`src/rtl/riscv_pkg.sv`:
```
// Shared core definitions: load/store size encodings and LSU state type.
package riscv_pkg;

  localparam logic [2:0] LDST_B  = 3'd0;
  localparam logic [2:0] LDST_H  = 3'd1;
  localparam logic [2:0] LDST_W  = 3'd2;
  localparam logic [2:0] LDST_BU = 3'd4;
  localparam logic [2:0] LDST_HU = 3'd5;

  typedef enum logic [1:0] {
    IDLE,
    WAIT,
    RESP
  } lsu_state_t;

  function automatic logic ldst_size_ok(input logic [2:0] size);
    return (size == LDST_B) || (size == LDST_H) || (size == LDST_W) ||
           (size == LDST_BU) || (size == LDST_HU);
  endfunction

endpackage

```
`src/rtl/riscv_lsu_load_align.sv`:
```
// Combinational load alignment: picks the byte/half at the word offset and
// sign- or zero-extends it; full words pass through untouched.
module riscv_lsu_load_align
  import riscv_pkg::*;
(
  input  logic [1:0]  off_i,
  input  logic [2:0]  size_i,
  input  logic [31:0] word_i,
  output logic [31:0] data_o
);

  logic [7:0]  byte_sel;
  logic [15:0] half_sel;

  always_comb begin
    byte_sel = word_i[{off_i, 3'b000} +: 8];
    half_sel = off_i[1] ? word_i[31:16] : word_i[15:0];
    case (size_i)
      LDST_B:  data_o = {{24{byte_sel[7]}}, byte_sel};
      LDST_BU: data_o = {24'h0, byte_sel};
      LDST_H:  data_o = {{16{half_sel[15]}}, half_sel};
      LDST_HU: data_o = {16'h0, half_sel};
      default: data_o = word_i;
    endcase
  end

endmodule

```
`src/rtl/riscv_lsu_ctrl.sv`:
```
// Load/store controller: issues one memory transaction per instruction, stalls
// the core until the response, aligns load data and aborts on watchdog expiry.
module riscv_lsu_ctrl
  import riscv_pkg::*;
#(
  parameter int unsigned TIMEOUT = 256
) (
  input  logic        clk_i,
  input  logic        rst_i,
  input  logic        core_req_i,
  input  logic        core_we_i,
  input  logic [2:0]  core_size_i,
  input  logic [31:0] core_addr_i,
  input  logic [31:0] core_wd_i,
  output logic [31:0] core_rd_o,
  output logic        core_stall_req_o,
  output logic        misalign_o,
  output logic        bus_err_o,
  output logic        mem_req_o,
  output logic        mem_we_o,
  output logic [3:0]  mem_be_o,
  output logic [31:0] mem_addr_o,
  output logic [31:0] mem_wd_o,
  input  logic [31:0] mem_rd_i,
  input  logic        mem_ready_i
);

  localparam int unsigned CW = (TIMEOUT > 0) ? $clog2(TIMEOUT + 1) : 1;
  localparam logic [CW:0] TO_LIM = (CW + 1)'(TIMEOUT);

  lsu_state_t    state_q, state_d;
  logic [2:0]    size_q, size_d;
  logic [1:0]    off_q, off_d;
  logic          we_q, we_d;
  logic [CW-1:0] cnt_q, cnt_d;
  logic [31:0]   rdata_q, rdata_d;

  logic [31:0] ld_data;
  logic [CW:0] cnt_inc;
  logic        access_ok, timeout_hit;
  logic        req, stall, misalign, bus_err;
  logic [2:0]  sel_size;
  logic [1:0]  sel_off;
  logic [3:0]  be;
  logic [31:0] lanes;

  riscv_lsu_load_align u_load_align (
    .off_i  (off_q),
    .size_i (size_q),
    .word_i (mem_rd_i),
    .data_o (ld_data)
  );

  assign access_ok = ldst_size_ok(core_size_i) &&
                     !(((core_size_i == LDST_H) || (core_size_i == LDST_HU)) && core_addr_i[0]) &&
                     !((core_size_i == LDST_W) && (core_addr_i[1:0] != 2'b00));
  assign cnt_inc     = {1'b0, cnt_q} + {{CW{1'b0}}, 1'b1};
  assign timeout_hit = (TIMEOUT != 0) && (cnt_inc == TO_LIM);

  always_comb begin
    state_d  = state_q;
    size_d   = size_q;
    off_d    = off_q;
    we_d     = we_q;
    cnt_d    = cnt_q;
    rdata_d  = rdata_q;
    req      = 1'b0;
    stall    = 1'b0;
    misalign = 1'b0;
    bus_err  = 1'b0;
    sel_size = size_q;
    sel_off  = off_q;
    case (state_q)
      IDLE: begin
        sel_size = core_size_i;
        sel_off  = core_addr_i[1:0];
        if (core_req_i) begin
          if (access_ok) begin
            req     = 1'b1;
            stall   = 1'b1;
            size_d  = core_size_i;
            off_d   = core_addr_i[1:0];
            we_d    = core_we_i;
            cnt_d   = '0;
            state_d = WAIT;
          end else begin
            misalign = 1'b1;
          end
        end
      end
      WAIT: begin
        req   = 1'b1;
        stall = 1'b1;
        if (mem_ready_i) begin
          if (!we_q) rdata_d = ld_data;
          state_d = RESP;
        end else begin
          cnt_d = cnt_inc[CW-1:0];
          if (timeout_hit) begin
            bus_err = 1'b1;
            stall   = 1'b0;
            state_d = IDLE;
          end
        end
      end
      // The instruction on core_req_i here is the one retiring, so it is not reissued.
      RESP:    state_d = IDLE;
      default: state_d = IDLE;
    endcase
    if (rst_i) begin
      req      = 1'b0;
      stall    = 1'b0;
      misalign = 1'b0;
      bus_err  = 1'b0;
    end
  end

  always_comb begin
    case (sel_size)
      LDST_B, LDST_BU: begin be = 4'b0001 << sel_off; lanes = {4{core_wd_i[7:0]}}; end
      LDST_H, LDST_HU: begin be = 4'b0011 << sel_off; lanes = {2{core_wd_i[15:0]}}; end
      default:         begin be = 4'b1111;            lanes = core_wd_i; end
    endcase
  end

  assign mem_req_o        = req;
  assign mem_we_o         = core_we_i & req;
  assign mem_be_o         = req ? be : 4'b0000;
  assign mem_addr_o       = req ? {core_addr_i[31:2], 2'b00} : 32'h0;
  assign mem_wd_o         = req ? lanes : 32'h0;
  assign core_stall_req_o = stall;
  assign misalign_o       = misalign;
  assign bus_err_o        = bus_err;
  assign core_rd_o        = rst_i ? 32'h0 : rdata_q;

  always_ff @(posedge clk_i) begin
    if (rst_i) begin
      state_q <= IDLE;
      size_q  <= LDST_B;
      off_q   <= 2'b00;
      we_q    <= 1'b0;
      cnt_q   <= '0;
      rdata_q <= 32'h0;
    end else begin
      state_q <= state_d;
      size_q  <= size_d;
      off_q   <= off_d;
      we_q    <= we_d;
      cnt_q   <= cnt_d;
      rdata_q <= rdata_d;
    end
  end

endmodule
```
`config.mk`:
```
export PLATFORM = sky130hd
export DESIGN_NAME = riscv_lsu_ctrl
export DESIGN_NICKNAME = d
export VERILOG_FILES = /design/src/rtl/riscv_pkg.sv /design/src/rtl/riscv_lsu_load_align.sv /design/src/rtl/riscv_lsu_ctrl.sv
export SDC_FILE = /design/constraint.sdc
export NUM_CORES = 1
export LEC_CHECK = 0
export BUFFER_PORTS_ARGS = -buffer_cell sky130_fd_sc_hd__buf_2
export CELL_PAD_IN_SITES_DETAIL_PLACEMENT = 0
export CELL_PAD_IN_SITES_GLOBAL_PLACEMENT = 1
export CORE_UTILIZATION = 31
export CTS_CLUSTER_SIZE = 24
export DETAILED_ROUTE_END_ITERATION = 6
export MAX_ROUTING_LAYER = met4
export PLACE_DENSITY_LB_ADDON = 0.12
export SLEW_MARGIN = 40
export SYNTH_ARGS = -nofsm -noshare
export SYNTH_HDL_FRONTEND = slang
export SYNTH_SLANG_ARGS = --single-unit
export TNS_END_PERCENT = 20
```
`constraint.sdc`:
```
create_clock -name clk_i -period 2.25 [get_ports clk_i]
set_clock_uncertainty 0.05 [all_clocks]
set_input_delay 0 -clock clk_i [delete_from_list [all_inputs] [get_ports clk_i]]
set_output_delay 0 -clock clk_i [all_outputs]
set_load 0.02 [all_outputs]
```
# Yosys cells after proc, flatten, opt, wreduce, memory -nomap -nowiden
# Cells that the tools add are included.
dict set report word_totals {
  register_bits 49
  output_inout_bits 105
  inputBits 104
  wordCells 86
}
dict set report op_classes {
  n_mux 35
  n_reduce_logical 23
  bitwise_logic 2
  n_addsub 1
  n_eq_ne 16
  shift 3
}
# operator count
set ops {}
lappend ops {{case mux 32 bit (4 select lines)} 1}
lappend ops {{2-to-1 mux 32 bit} 3}
lappend ops {{case mux 32 bit (2 select lines)} 1}
lappend ops {{variable part select 32 x 6 -> 8 bit} 1}
lappend ops {{2-to-1 mux 9 bit} 3}
lappend ops {{equality test 3 bit (second input constant)} 6}
lappend ops {{case mux 9 bit (2 select lines)} 1}
lappend ops {{2-to-1 mux 16 bit} 1}
lappend ops {{2-to-1 mux 1 bit} 14}
lappend ops {{adder 9 x 1 -> 10 bit (second input constant)} 1}
lappend ops {{equality test 10 x 9 -> 1 bit (second input constant)} 1}
lappend ops {{2-to-1 mux 2 bit} 5}
lappend ops {{equality test 3 x 1 -> 1 bit (second input constant)} 3}
lappend ops {{logical NOT 3 bit} 3}
lappend ops {{AND reduction 3 bit} 3}
lappend ops {{case mux 4 bit (2 select lines)} 1}
lappend ops {{!= test 2 bit (second input constant)} 3}
lappend ops {{logical OR 1 bit} 5}
lappend ops {{logical AND 1 bit} 4}
lappend ops {{2-to-1 mux 4 bit} 1}
lappend ops {{case mux 1 bit (2 select lines)} 2}
lappend ops {{case mux 2 bit (2 select lines)} 1}
lappend ops {{AND reduction 4 bit} 1}
lappend ops {{nonzero test 2 bit} 2}
lappend ops {{11 further kinds} 13}

# Logic depth before layout (Yosys ltp)
# Gate-level depths: netlist (run 1).
dict set report depth {
  depth_word 12
  ltp_mapped 8
  mapped_depth_nobuf 6
}

# By module
# A second synthesis (run 1) with hierarchy kept.
dict set report hier_totals {
  cells_unflattened 531
  area_unflattened_um2 4080.2
}
# module seq_area_each_um2 area_per_inst_um2 instances cells_per_inst
set by_module_without_submodules {}
lappend by_module_without_submodules {riscv_lsu_ctrl 980.9 3234.4 1 435}
lappend by_module_without_submodules {riscv_lsu_load_align 0.0 845.8 1 96}

# Worst setup path before layout (run 1)
# No wires, ideal clock.
dict set report synth_path {
  path_kind {register to output}
  startpoint {register state_q[1]}
  endpoint {output port mem_wd_o[24]}
  path_slack_ps 295
  path_stages_with_launch 7
  arrival_time_ps 1905
  t_required_ps 2200
  n_path_buf 2
  path_cell_list {dfxtp_1 -> buf_2 -> nor2_8 -> mux2i_4 -> buf_2 -> nor2_1 -> a211oi_1}
}
dict set report synth_between {
  elab_chain_len 6
  word_cells_on_any_way 13
  classes_between {4 x eq/ne; 5 x mux; 4 x reduce/logical}
}
# item line
set synth_rtl {}
lappend synth_rtl {{from (decl)} riscv_lsu_ctrl.sv:31} ;# lsu_state_t state_q, state_d;
lappend synth_rtl {{from (signal assigned)} riscv_lsu_ctrl.sv:145} ;# state_q <= state_d;
lappend synth_rtl {{logical NOT 2 bit} riscv_lsu_ctrl.sv:73} ;# case (state_q)
lappend synth_rtl {{2-to-1 mux 3 bit} riscv_lsu_ctrl.sv:73}
lappend synth_rtl {{equality test 3 x 1 -> 1 bit, or another cell as far along} riscv_lsu_ctrl.sv:119} ;# case (sel_size)
lappend synth_rtl {{OR reduction 2 bit} riscv_lsu_ctrl.sv:119}
lappend synth_rtl {{case mux 32 bit (2 select lines)} riscv_lsu_ctrl.sv:119}
lappend synth_rtl {{2-to-1 mux 32 bit *} riscv_lsu_ctrl.sv:130} ;# assign mem_wd_o = req ? lanes : 32'h0;
lappend synth_rtl {{to (decl)} riscv_lsu_ctrl.sv:23} ;# output logic [31:0] mem_wd_o,
# Every way passes the cells marked *; elsewhere a longest branch is shown, timed or not.

# Final worst setup path (run 1)
dict set report layout_path {
  startpoint {register state_q[1]}
  endpoint {output port mem_wd_o[13]}
}
# The elaborated chain is that of the path after synthesis.

==> results of run 1 <==
[layout make-up]
| cell class | count | share of cell area |
|---|---|---|
| multi-input cells | 419 | 0.4740 |
| repair buffers | 249 | 0.2708 |
| flip-flops and latches | 49 | 0.1814 |
| well taps | 147 | 0.03379 |
| clock buffers | 7 | 0.02621 |
| inverters | 12 | 0.008276 |
| clock inverters | 1 | 0.005517 |
[sequential cells by signal, summed over array words and instances, names as in the netlist]
signal	flops
size_q	3
state_q	2
rdata_q	32
we_q	1
off_q	2
cnt_q	9
[worst min path at each step]
| stage | to | slack (ps) |
|---|---|---|
| 2_1_floorplan | misalign_o | 80 |
| 3_3_place_gp | we_q | 200 |
| 3_5_place_dp | we_q | 200 |
| 4_1_cts | rdata_q[0] | 10 |
| 5_1_grt | rdata_q[0] | 30 |
| 6_report | rdata_q[0] | 20 |
[power groups by stage]
stage	logic, uW	clock network [uW]	registers [uW]
after floorplan	450	0	930
after global placement	708	0	941
after detailed placement	713	0	942
after CTS	746	905	922
after global routing	809	938	927
final	746	879	922
[through the flow]
| step | hold WS [ps] | instance area (um^2) | util |
|---|---|---|---|
| final | 15.04 | 5443 | 0.4531 |
| after global routing | 27.02 | 5443 | 0.4531 |
| after CTS | 14.94 | 5405 | 0.4500 |
| after detailed placement | 204.7 | 5000 | 0.4163 |
| after global placement | 199.9 | 5000 | 0.4163 |
| after floorplan | 76.85 | 3820 | - |
[routing by layer]
metal	vias to the layer above	track usage
met5	-	-
li1	2240	-
met1	2047	0.2317
met3	19	0.03428
met2	158	0.3996
met4	0	0.05702
[worst max-delay path, delay by kind of cell, from the launching register on]
family	cells	cell delay, ps
simple gates	3	600
flops	1	380
buf+inv	2	380
mux	1	300
compound gates	1	80
[repair_timing]
item	CTS	global route
setup endpoints to repair	1	2
resized for setup	2	5
hold buffers	23	0
endpoints found under the hold margin	23	0
pin swaps	0	0
[cells in the final DEF, fill, tap and decap left out, drive strengths merged, types with 2 or more instances in the layout]
| master | count |
|---|---|
| a21o | 4 |
| nor3 | 17 |
| nand2 | 63 |
| buf | 226 |
| o21ai | 18 |
| and3 | 2 |
| conb | 2 |
| nor4 | 2 |
| ha | 2 |
| nand4b | 2 |
| dlygate4sd3 | 23 |
| and2 | 40 |
| o21a | 4 |
| o31ai | 2 |
| nand2b | 2 |
| a21boi | 3 |
| or3 | 4 |
| nor2 | 65 |
| nand3 | 15 |
| nand4 | 2 |
| a21oi | 32 |
| mux2 | 5 |
| a211oi | 34 |
| clkbuf | 7 |
| mux2i | 28 |
| o2111ai | 2 |
| dfxtp | 49 |
| a31oi | 4 |
| o221ai | 3 |
| inv | 12 |
| nor2b | 37 |
| a22oi | 12 |
[cell families after synthesis]
group                    after synthesis  share of synthesized area
multiplexers                          33                    0.09147
AO/OA/AOI/OAI                        126                     0.2328
adder cells (fa/ha/maj)                2                   0.006556
buffers and inverters                 60                    0.07410
other                                  1                  0.0009827
AND/OR/NAND/NOR                      255                     0.3348
XOR/XNOR                               1                   0.002296
flip-flops                            49                     0.2570
==> load_flow_metrics.sql, run 1 <==
INSERT INTO impl_metrics (metric_group, metric, value, unit) VALUES
('status', 'outcome', 'finished clean', ''),
('placed_design', 'post-place-ws', '258.2', 'ps'),
('critical_path', 'cp.arrival', '2030', 'ps'),
('route', 'top_layer', 'met4', ''),
('floorplan', 'floorplan.rows', '40', ''),
('yosys', 'synth_cells', '527', ''),
('finish', 'sequential_cell_area', '987.2', 'um^2'),
('yosys', 'post_synth_instance_area', '3816', 'um^2'),
('sta', 'worst_slew_pin_slew', '515.4', 'ps'),
('power', 'p_int', '1765', 'uW'),
('sta', 'fmax', '481.1', 'MHz'),
('clock_network', 'clkLatencyLatePin', '290', 'ps'),
('grt', 'grt_first_pass_wirelength', '20.84', 'mm'),
('critical_path', 'reg_to_reg_end', 'rdata_q[14]', ''),
('route', 'dr_wl_met2', '7.091', 'mm'),
('power', 'p_leak', '0.002606', 'uW'),
('power', 'pwr_density_cell', '467.9', 'nW/um^2'),
('grt', 'grt_overflow', '0', ''),
('grt', 'pin_count_of_the_biggest_net_entering_global_routing', '84', ''),
('worst_hold_path', 'timing.hold.worst.class', 'in2reg', ''),
('sta', 'setup_repair_after_global_routing_missed_its_margin', 'false', ''),
('clock_network', 'clkTransAtPathRegs', '70', 'ps'),
('power', 'net-switching-power', '781.7', 'uW'),
('yosys', 'synth.top_cells.by_area', 'sky130_fd_sc_hd__dfxtp_1 26%, sky130_fd_sc_hd__mux2i_1 7.1%, sky130_fd_sc_hd__a211oi_1 6.7%', ''),
('finish', 'design.final.nets', '842', ''),
('finish', 'layout.cells.non_filler', '884', ''),
('placed_design', 'placement.io_buffers', '206', ''),
('sta', 'finalMaxSlewViolations', '0', ''),
('yosys', 'yosys_warnings', '0', ''),
('critical_path', 'cp_cell_sequence', 'nor2_8, mux2i_2, buf_12, nand2_1, nand2_1, a21oi_2, buf_2', ''),
('clock_network', 'post-cts-setup-buffer-count', '0', ''),
('critical_path', 'reg2reg_slack', '410', 'ps'),
('route', 'ant_nets', '0', ''),
('route', 'route.final.wire_length', '13.56', 'mm'),
('power', 'share_clk_of_total_power', '0.345', ''),
('power', 'switching_share', '0.3070', ''),
('critical_path', 'worst_setup_path_endpoint', 'mem_wd_o[13]', ''),
('sta', 'fin_crit', '2078', 'ps'),
('worst_hold_path', 'hold-path-cell-count', '3', ''),
('grt', 'via_count_of_the_first_global_routing_pass', '4229', ''),
('critical_path', 'worst_setup_path_startpoint', 'state_q[1]', ''),
('route', 'detail_route.first_pass.iterations', '4', ''),
('critical_path', 'timing.reg2reg.worst_path_depth', '4', ''),
('sta', 'final_hold_viol_count', '0', ''),
('floorplan', 'die_h', '113.0', 'um'),
('critical_path', 'timing.critical_path.mode_cell', 'sky130_fd_sc_hd__nand2_1', ''),
('critical_path', 'worst-setup-path-type', 'reg2out', ''),
('yosys', 'yosysSeqAreaShare', '0.2570', ''),
('yosys', 'yosysMostFrequentCell', 'sky130_fd_sc_hd__nor2_1', ''),
('sta', 'final_min_period_over_clock_period', '0.9237', ''),
('route', 'wl_met3', '690', 'um'),
('yosys', 'prevailing_post_synth_register_cell', 'sky130_fd_sc_hd__dfxtp_1', ''),
('power', 'fraction_of_power_consumed_by_sequential_logic', '0.362', ''),
('power', 'power.share.combinational', '0.293', ''),
('route', 'wire_per_inst', '15.34', 'um'),
('critical_path', 'setup.worst_path.start_class', 'flip-flop', ''),
('clock_network', 'clock_tree.buffer_depth', '2', ''),
('critical_path', 'regToRegStartpoint', 'state_q[1]', ''),
('critical_path', 'timing.critical_path.slowest_cell_delay', '380', 'ps'),
('sta', 'setup-tns-final', '0', 'ps'),
('yosys', 'synth_edf_count', '0', ''),
('yosys', 'netlist.area_leader.share', '0.2570', ''),
('flow_run', 'max-cap-violations', '0', ''),
('floorplan', 'coreArea', '12010', 'um^2'),
('finish', 'area_of_combinational_cells_with_multiple_inputs', '2580', 'um^2'),
('placed_design', 'gpl.final_weighted_congestion', '0.8747', ''),
('yosys', 'synthTopCellsByCount', '64 x sky130_fd_sc_hd__nor2_1, 63 x sky130_fd_sc_hd__nand2_1, 49 x sky130_fd_sc_hd__dfxtp_1', ''),
('power', 'fin_total_pwr', '2547', 'uW'),
('critical_path', 'crit_fanout', '19', ''),
('sta', 'crit_path_setup_slack_layout', '171.6', 'ps'),
('finish', 'n_fill_cell', '1272', '');
No activity file was read; power rests on OpenSTA's default activity.
==> inputs of run 2 (changes only) <==
- CORE_UTILIZATION: 31 -> 32
- SYNTH_HIERARCHICAL: unset -> 1
==> load_flow_metrics.sql, run 2 <==
INSERT INTO impl_metrics (metric_group, metric, value, unit) VALUES
('critical_path', 'cp_cell_sequence', 'nand4_2, nor3_2, o211ai_1, or4_1, o21a_1, buf_2', ''),
('clock_network', 'post-cts-setup-buffer-count', '0', ''),
('route', 'vias', '4322', ''),
('yosys', 'yosys.area_share.simple', '0.3214', ''),
('finish', 'area_growth', '33.06', '%'),
('yosys', 'async_set_reset_flop_share_out_of_synthesis', '0', ''),
('critical_path', 'worst_setup_path_endpoint', 'core_stall_req_o', ''),
('route', 'ant_nets', '0', ''),
('route', 'violation_count_after_the_first_detailed_routing_iteration', '234', ''),
('yosys', 'synthAdderAreaFrac', '0.006133', ''),
('grt', 'grt_overflow', '0', ''),
('sta', 'max_slew_margin', '0.4709', ''),
('finish', 'largestRegisters', 'rdata_q: 32 flops, cnt_q: 9 flops, size_q: 3 flops', ''),
('route', 'via_density_per_instance', '4.862', ''),
('yosys', 'synth-seq-cells', '49', ''),
('finish', 'commonest_non_fill_non_tap_cell_in_the_layout', 'sky130_fd_sc_hd__buf_2', ''),
('finish', 'most-common-layout-cells', '206 x sky130_fd_sc_hd__buf_2, 86 x sky130_fd_sc_hd__nand2_1, 57 x sky130_fd_sc_hd__a21oi_1', ''),
('critical_path', 'worstSetupPathDepth', '6', ''),
('route', 'route.detailed.drc', '0', ''),
('yosys', 'synth_largest_area_cell', 'sky130_fd_sc_hd__dfxtp_1', ''),
('critical_path', 'worst_setup_path_end_kind', 'primary output', ''),
('yosys', 'synthXorXnorAreaFrac', '0.006440', ''),
('placed_design', 'gpl.final_weighted_congestion', '0.8267', ''),
('critical_path', 'setup.worst_path.start_class', 'flip-flop', ''),
('floorplan', 'chipWidth', '114.9', 'um'),
('clock_network', 'cts.sinks', '49', ''),
('floorplan', 'boundaryPins', '209', ''),
('clock_network', 'clock-root-buffer', 'sky130_fd_sc_hd__clkbuf_16', ''),
('placed_design', 'dp.final_hpwl', '9.837', 'mm'),
('sta', 'finalHoldWorstSlack', '32.85', 'ps'),
('floorplan', 'die_h', '114.9', 'um'),
('critical_path', 'reg2reg_slack', '430', 'ps'),
('critical_path', 'reg_to_reg_end', 'rdata_q[15]', ''),
('yosys', 'prevailing_post_synth_register_cell', 'sky130_fd_sc_hd__dfxtp_1', ''),
('finish', 'antenna_diode_instance_count', '0', ''),
('finish', 'design.final.nets', '826', ''),
('worst_hold_path', 'timing.hold.worst.class', 'in2reg', ''),
('power', 'p_leak', '0.002522', 'uW'),
('floorplan', 'floorplan.rows', '40', ''),
('critical_path', 'path_buf_inv', '1', ''),
('finish', 'n_fill_cell', '1322', ''),
('yosys', 'yosys-mux-area-fraction', '0.1018', ''),
('sta', 'finalMaxSlewViolations', '0', ''),
('floorplan', 'coreArea', '12210', 'um^2'),
('critical_path', 'worst_setup_path_startpoint', 'cnt_q[3]', ''),
('finish', 'layout-drive-gt1-share', '0.3911', ''),
('grt', 'groute.usage.overall', '0.1995', ''),
('power', 'max-vdd-ir-drop', '330.7', 'uV'),
('yosys', 'post_synth_instance_area', '4080', 'um^2'),
('sta', 'worst_slew_pin_slew', '793.6', 'ps'),
('floorplan', 'die_area', '13210', 'um^2'),
('yosys', 'synth_compound_area_frac', '0.2508', ''),
('yosys', 'mean_post_synth_cell_area', '7.684', 'um^2'),
('clock_network', 'cts_tree', 'done', ''),
('critical_path', 'cp.arrival', '2110', 'ps'),
('finish', 'number_of_flip_flops_in_the_largest_register', '32', ''),
('route', 'wire_per_inst', '14.64', 'um'),
('power', 'pwr_density_cell', '465.3', 'nW/um^2'),
('sta', 'final_min_period_over_clock_period', '0.9591', ''),
('sta', 'fmax', '463.4', 'MHz'),
('critical_path', 'critPathRequiredTime', '2200', 'ps'),
('grt', 'grt_first_pass_wirelength', '20.31', 'mm'),
('grt', 'via_count_of_the_first_global_routing_pass', '3919', ''),
('critical_path', 'timing.reg2reg.worst_path_depth', '6', ''),
('sta', 'finalSetupViolations', '0', ''),
('yosys', 'synth.top_cells.by_area', 'sky130_fd_sc_hd__dfxtp_1 24%, sky130_fd_sc_hd__nand2_1 8.0%, sky130_fd_sc_hd__mux2i_1 7.6%', ''),
('yosys', 'synth_edf_count', '0', ''),
('critical_path', 'worst-setup-path-type', 'reg2out', ''),
('yosys', 'yosysSeqAreaShare', '0.2404', ''),
('clock_network', 'clkTransAtPathRegs', '80', 'ps'),
('sta', 'setup-tns-final', '0', 'ps'),
('route', 'detail_route.first_pass.iterations', '5', ''),
('placed_design', 'post-place-ws', '312.3', 'ps'),
('finish', 'area_of_combinational_cells_with_multiple_inputs', '2838', 'um^2'),
('critical_path', 'crit_fanout', '8', ''),
('yosys', 'synthTopCellsByCount', '87 x sky130_fd_sc_hd__nand2_1, 57 x sky130_fd_sc_hd__a21oi_1, 49 x sky130_fd_sc_hd__dfxtp_1', ''),
('yosys', 'netlist.area_leader.share', '0.2404', ''),
('clock_network', 'clkLatencyLatePin', '290', 'ps'),
('sta', 'fin_crit', '2158', 'ps'),
('grt', 'grt_antenna_before_repair', '0', ''),
('yosys', 'yosysMostFrequentCell', 'sky130_fd_sc_hd__nand2_1', ''),
('grt', 'pin_count_of_the_biggest_net_entering_global_routing', '79', ''),
('route', 'route.final.wire_length', '13.01', 'mm'),
('critical_path', 'critical_path.top_delay_family', 'simple AND/OR/NAND/NOR gates', ''),
('critical_path', 'timing.critical_path.slowest_cell_delay', '530', 'ps'),
('yosys', 'synth_cells', '531', ''),
('flow_run', 'max-cap-violations', '0', ''),
('yosys', 'yosys_warnings', '6', ''),
('sta', 'final_hold_viol_count', '0', ''),
('yosys', 'largest_family_of_logic_cells_by_synthesized_area', 'simple AND/OR/NAND/NOR gates', ''),
('sta', 'crit_path_setup_slack_layout', '92.08', 'ps'),
('status', 'outcome', 'finished clean', ''),
('critical_path', 'regToRegStartpoint', 'off_q[0]', ''),
('clock_network', 'clock_tree.buffer_depth', '2', ''),
('placed_design', 'placement.io_buffers', '206', ''),
('finish', 'sequential_cell_area', '984.7', 'um^2'),
('finish', 'post-route-util', '0.4446', ''),
('yosys', 'yosysUniqueCellTypes', '60', ''),
('clock_network', 'cts_buffers', '5', ''),
('critical_path', 'critPathSlowestCell', 'sky130_fd_sc_hd__dfxtp_1', ''),
('sta', 'setup_repair_after_global_routing_missed_its_margin', 'true', ''),
('clock_network', 'cts.htree.levels', '2', ''),
('power', 'fin_total_pwr', '2526', 'uW'),
('floorplan', 'floorplan.initialDensity', '0.3341', ''),
('finish', 'largest-register', 'rdata_q', '');
run 2: changes by cell type in the layout (fill, tap and decap cells not counted), moves of 14 or more:
cell	previous run	this run
sky130_fd_sc_hd__a2bb2oi_2	0	14
sky130_fd_sc_hd__dlygate4sd3_1	23	6
sky130_fd_sc_hd__a211oi_1	34	1
sky130_fd_sc_hd__nand2_1	63	86
sky130_fd_sc_hd__nor2_1	64	44
sky130_fd_sc_hd__a21oi_1	18	57
run 2: cell type report:
cell class | instances | area share
clock buffers | 5 | 0.02305
clock inverters | 3 | 0.003918
inverters | 5 | 0.003918
multi-input cells | 432 | 0.5227
flip-flops and latches | 49 | 0.1814
well taps | 168 | 0.03872
repair buffers | 227 | 0.2263
run 2: what timing repair did:
action                                  4_1_cts  5_1_grt
hold endpoints to repair                      6        0
hold buffers                                  6        0
endpoints found under the setup margin        1       53
gates resized for setup                       1        9
pin swaps                                     0        1
gates cloned                                  0        0
run 2: worst reg2reg max path, stage by stage (launching register included):
cell,delay (ps)
sky130_fd_sc_hd__dfxtp_1,560
sky130_fd_sc_hd__mux2_2,420
sky130_fd_sc_hd__a22oi_4,150
sky130_fd_sc_hd__buf_12,210
sky130_fd_sc_hd__o221ai_1,130
sky130_fd_sc_hd__nand2_1,80
sky130_fd_sc_hd__a21oi_1,60
run 2: worst min-delay path by stage:
stage / startpoint / end / cells past startpoint
floorplan: core_addr_i[0] / off_q[0] / 2
global placement: core_size_i[2] / size_q[2] / 3
detailed placement: core_size_i[2] / size_q[2] / 3
CTS: mem_rd_i[8] / rdata_q[8] / 4
global route: mem_rd_i[14] / rdata_q[14] / 4
finish: mem_rd_i[14] / rdata_q[14] / 4
run 2: kinds of logic after synthesis:
family | count (synthesis)
simple gates | 256
compound gates | 130
buf+inv | 51
flops | 49
mux | 39
xor+xnor | 3
fa+ha+maj | 2
other cells | 1
run 2: where the power goes:
group          internal [uW]  switching (uW)
combinational            357             476
clock                    415             362
sequential               891            25.3
run 2: per-stage QoR:
stage,instance area [um^2],std cells
after global placement,5191,875
after CTS,5400,889
after floorplan,4084,532
after detailed placement,5191,875
after global routing,5429,889
final,5429,889
run 2: routing by layer:
layer	wire length (um)	vias to the layer above	track usage
met4	76	0	0.03550
met3	623	7	0.02688
met5	0	-	-
li1	-	2222	-
met1	6377	1989	0.2813
met2	5934	104	0.3048
